**config.mk**
```make
export PLATFORM = sky130hd
export DESIGN_NAME = dmux4way16_stream
export DESIGN_NICKNAME = d
export VERILOG_FILES = /design/src/rtl/hack_bus_pkg.sv /design/src/rtl/dmux_way_fifo.sv /design/src/rtl/dmux4way16_stream.sv
export SDC_FILE = /design/constraint.sdc
export NUM_CORES = 1
export LEC_CHECK = 0
export ABC_AREA = 1
export CORE_MARGIN = 10
export CORE_UTILIZATION = 35
export DETAILED_ROUTE_END_ITERATION = 10
export PLACE_DENSITY = 0.63
export SYNTH_ARGS = -nofsm -noshare
export SYNTH_HDL_FRONTEND = slang
export SYNTH_SLANG_ARGS = --single-unit
```
**constraint.sdc**
```tcl
create_clock -name clk -period 2.5 [get_ports clk]
set_input_delay 0.25 -clock clk [delete_from_list [all_inputs] [get_ports clk]]
set_output_delay 0.25 -clock clk [all_outputs]
set_load 0.05 [all_outputs]
```
**src/rtl/hack_bus_pkg.sv**
```systemverilog
// Shared types for the Hack 16-bit bus mux/demux family.
// Word width, way count and the way-select decode used by every variant.
package hack_bus_pkg;

    localparam int unsigned WORD_W   = 16;
    localparam int unsigned NUM_WAYS = 4;

    typedef logic [WORD_W-1:0] word_t;
    typedef logic [1:0]        way_sel_t;

    // Binary way select to one-hot enable; bit i selects way i.
    function automatic logic [NUM_WAYS-1:0] sel_onehot(input way_sel_t sel);
        logic [NUM_WAYS-1:0] oh;
        oh = '0;
        oh[sel] = 1'b1;
        return oh;
    endfunction

endpackage

```
**src/rtl/dmux_way_fifo.sv**
```systemverilog
// DEPTH-entry synchronous FIFO for one demux way.
// Head is read straight from registered storage, so it is valid the cycle after a push.
module dmux_way_fifo
    import hack_bus_pkg::*;
#(
    parameter int unsigned DEPTH = 2,
    localparam int unsigned PTR_W = $clog2(DEPTH),
    localparam int unsigned LVL_W = PTR_W + 1
) (
    input  logic             clk,
    input  logic             rst_n,
    input  logic             push,
    input  word_t            wdata,
    input  logic             pop,
    output logic             full,
    output logic             empty,
    output logic [LVL_W-1:0] level,
    output word_t            head
);

    word_t            mem_q [DEPTH];
    logic [PTR_W-1:0] wr_ptr_q, rd_ptr_q;
    logic [LVL_W-1:0] level_q, level_d;
    logic             do_push, do_pop;

    assign full  = (level_q == LVL_W'(DEPTH));
    assign empty = (level_q == '0);
    assign level = level_q;
    assign head  = mem_q[rd_ptr_q];

    // Full blocks a push even when the same cycle pops; this keeps in_ready off out_ready.
    assign do_push = push && !full;
    assign do_pop  = pop && !empty;

    always_comb begin
        level_d = level_q;
        unique case ({do_push, do_pop})
            2'b10:   level_d = level_q + LVL_W'(1);
            2'b01:   level_d = level_q - LVL_W'(1);
            default: level_d = level_q;
        endcase
    end

    // Pointers are PTR_W wide and DEPTH is a power of two, so they wrap for free.
    always_ff @(posedge clk or negedge rst_n) begin
        if (!rst_n) begin
            wr_ptr_q <= '0;
            rd_ptr_q <= '0;
            level_q  <= '0;
            for (int i = 0; i < DEPTH; i++) begin
                mem_q[i] <= '0;
            end
        end else begin
            level_q <= level_d;
            if (do_push) begin
                mem_q[wr_ptr_q] <= wdata;
                wr_ptr_q        <= wr_ptr_q + PTR_W'(1);
            end
            if (do_pop) begin
                rd_ptr_q <= rd_ptr_q + PTR_W'(1);
            end
        end
    end

endmodule

```
**src/rtl/dmux4way16_stream.sv**
```systemverilog
// Registered 1-to-4 demultiplexer for 16-bit words with a FIFO per way.
// Only the in_sel decode and in_ready select live here; buffering is in dmux_way_fifo.
module dmux4way16_stream
    import hack_bus_pkg::*;
#(
    parameter int unsigned DEPTH = 2,
    localparam int unsigned LVL_W = $clog2(DEPTH) + 1
) (
    input  logic                       clk,
    input  logic                       rst_n,
    input  logic                       in_valid,
    output logic                       in_ready,
    input  logic [1:0]                 in_sel,
    input  logic [WORD_W-1:0]          in_data,
    output logic [NUM_WAYS-1:0]        out_valid,
    input  logic [NUM_WAYS-1:0]        out_ready,
    output logic [NUM_WAYS*WORD_W-1:0] out_data,
    output logic [NUM_WAYS*LVL_W-1:0]  level
);

    logic [NUM_WAYS-1:0] way_push;
    logic [NUM_WAYS-1:0] way_full;
    logic [NUM_WAYS-1:0] way_empty;
    logic                accept;

    assign in_ready  = !way_full[in_sel];
    assign accept    = in_valid && in_ready;
    assign way_push  = accept ? sel_onehot(way_sel_t'(in_sel)) : '0;
    assign out_valid = ~way_empty;

    for (genvar i = 0; i < NUM_WAYS; i++) begin : g_way
        dmux_way_fifo #(
            .DEPTH(DEPTH)
        ) u_fifo (
            .clk   (clk),
            .rst_n (rst_n),
            .push  (way_push[i]),
            .wdata (in_data),
            .pop   (out_ready[i]),
            .full  (way_full[i]),
            .empty (way_empty[i]),
            .level (level[LVL_W*i +: LVL_W]),
            .head  (out_data[WORD_W*i +: WORD_W])
        );
    end

endmodule
```
==> metrics.cfg <==
[global_route]
grt_max_degree=52
antenna_found_initial=0
grt_pass1_wl_microns=30630
grt_pass1_vias=5525
grt-ovfl-total=0
grt.total_usage_pct=14.85

[cells_and_area]
drive_gt1_share_pct=13.66
num_antenna_cells=0
fill_cells=1900
area_growth_syn_to_layout_pct=23.65
fin_nets=995
final_cells=1234
final_area_sq_um=8432

[logic_synthesis]
yosys.area.top_type=dfrtp_1
ys_warn_count=0
avgSynthCellArea_sq_um=7.731
synth_area_leaders=dfrtp_1, nand2_1, nand3_1
synth_flop_cell=dfrtp_1
syn-cell-area_sq_um=6819
synth_edf_count=0
yosysUniqueCellTypes=22
ys_ff_latch=144
synth.top_cell.area_share_pct=52.84
async_flop_share_pct=100.0
yosysSeqAreaShare_pct=52.84
syn_inst=882
yosys.cell_count.top_type=nand2_1
synth_fp_nets=911
yosys-top-cells-count=nand2_1, dfrtp_1, nand3_1, clkbuf_1, inv_1

[worst_setup_path]
reg2regPathDepth=12
critPathArrivalTime_ps=1950
critPathKind=register to output pin
cp-end-kind=output pin
path_buf_inv=3
worstReg2RegStart=g_way[0].u_fifo.level[1]
crit_slowest_cell=clkinv_1
rr_endpoint=g_way[2].u_fifo.level[1]
path_cells=buf_4 > clkinv_1 > nand2_1 > nand2_1 > buf_4
cp_top_family=buffers and inverters
critPathRequiredTime_ps=2250
rrSetupSlack_ps=620
critPathMaxStageDelay_ps=470
crit_path_start_kind=register
crit_path_max_fanout=17

[floorplan]
start_util_pct=35.97
num_rows=50
die-width_microns=159.6
io_pins=102
die_y_microns=159.6
fp.coreArea_sq_um=18960
dieArea_sq_um=25470

[place]
pre_cts_ws_ps=192.2
place.gp.congestion=0.8003
dp_cells=1206
hpwl_microns=12820
portBuffers=101
placed_area_sq_um=7851

[timing]
final-hold-violation-count=0
max_freq_mhz=455.6
setup_viol_count_final=0
worst_slack_ps=304.9
rsz0062_at_grt=false
fin_setup_tns_ps=0
layout_worst_path_cycle_share_pct=87.80
worstMarginPinSlew_ps=547.9
skew_ps=6.458
drv_slew=0
min_period_ps=2195
maxSlewHeadroom_pct=63.25

[clock_tree]
numCtsBuffers=17
path_clk_slew_ps=60
insertion_delay_ps=420
cts_resized=0
h-tree-depth=4
cts_tree=yes
post_cts_buffers=0
cts_max_path_buffers=2
clock-root-buffer=clkbuf_16
cts.sink_count=144

[flow_run]
maxCapViolCount=0

[detailed_routing]
drt_pass1_iterations=5
drt-total-wl_microns=18430
drt_iter0_drc=362
dr_total_vias=5573
route.detailed.drc=0
routedWlPerCell_microns=14.93
ant_nets=0
vias_per_cell=4.516

[status]
status=finished clean

[worst_hold_path]
hold_path_class=input port to asynchronous set/reset pin

==> layout by cell type, fill, tap and decap left out, types with 2 or more instances in the layout <==
cell	count
a21oi_1	4
buf_12	3
buf_4	78
bufinv_16	3
clkbuf_16	17
clkbuf_8	2
clkdlybuf4s50_1	35
clkinv_1	6
clkinv_2	3
dfrtp_1	144
ha_1	4
inv_1	18
inv_2	6
nand2_1	536
nand2_2	6
nand3_1	68
nand4_2	2
nand4_4	4
nor2_1	8
nor2_2	2
nor2_4	4
o21ai_0	4
xnor2_1	4
xor2_1	8
==> worst reg2reg max path, stage by stage, from the launching register on <==
cell and delay [ps]:
dfrtp_1 400, inv_1 110, nor2_1 60, nand2_1 60, nand2_1 60, inv_1 50
nand3_1 120, nor2_2 140, inv_1 70, ha_1 300, a21oi_1 110, o21ai_0 110
xor2_1 160
==> final cells by class <==
class	instances	area [sq um]	share of cell area [%]
sequential	144	3603	42.74
multi-input combinational	655	2803	33.24
timing repair buffer	118	1017	12.06
clock buffer	20	456.7	5.416
tap	260	325.3	3.858
clock inverter	7	113.9	1.350
inverter	30	112.6	1.336
==> layer usage <==
metal / routed length [microns] / track usage [%]
met1: 8466 / 19.25
met2: 8733 / 23.64
met3: 1012 / 3.925
met4: 212 / 4.549
met5: 0 / 0
==> state kept, by name, summed over array words and instances, names as in the netlist <==
register	flops
g_way.u_fifo.level	8
g_way.u_fifo.rd_ptr_q	4
g_way.u_fifo.wr_ptr_q	4
g_way.u_fifo.mem_q	128
==> per-stage QoR <==
step | hold WS (ps) | utilization [%]
6_report | 371.0 | 44.48
5_1_grt | 399.8 | 44.48
4_1_cts | 371.0 | 44.48
3_5_place_dp | 243.8 | 41.42
3_3_place_gp | 241.7 | 41.42
2_1_floorplan | -45.59 | -
==> how the worst max path moves through the flow <==
| stage | startpoint | endpoint | slack, ps | depth (start not counted) |
|---|---|---|---|---|
| 5_1_grt | g_way[1].u_fifo.rd_ptr_q | out_data[31] | 160 | 5 |
| 6_report | g_way[1].u_fifo.rd_ptr_q | out_data[16] | 300 | 5 |
| 3_5_place_dp | in_sel[0] | g_way[2].u_fifo.level[1] | 190 | 12 |
| 4_1_cts | g_way[1].u_fifo.rd_ptr_q | out_data[16] | 280 | 5 |
| 2_1_floorplan | g_way[0].u_fifo.level[1] | g_way[2].u_fifo.level[1] | 300 | 12 |
| 3_3_place_gp | in_sel[0] | g_way[2].u_fifo.level[1] | 260 | 12 |
==> kinds of logic (layout without fill, tap and decap cells) <==
logic type	count (synthesis)	after routing	share of synthesized area, %
AND/OR/NAND/NOR	631	631	38.24
flip-flops	144	144	52.84
buffers and inverters	83	175	6.055
XOR/XNOR	12	12	1.541
AO/OA/AOI/OAI	8	8	0.5872
adder cells (fa/ha/maj)	4	4	0.7340
==> timing repair <==
action,4_1_cts,5_1_grt
endpoints found under the setup margin,0,0
hold buffers,1,0
endpoints found under the hold margin,49,0
Power is not shown: default switching activity piles up to over one toggle a cycle in this logic, so the estimate is an artifact.
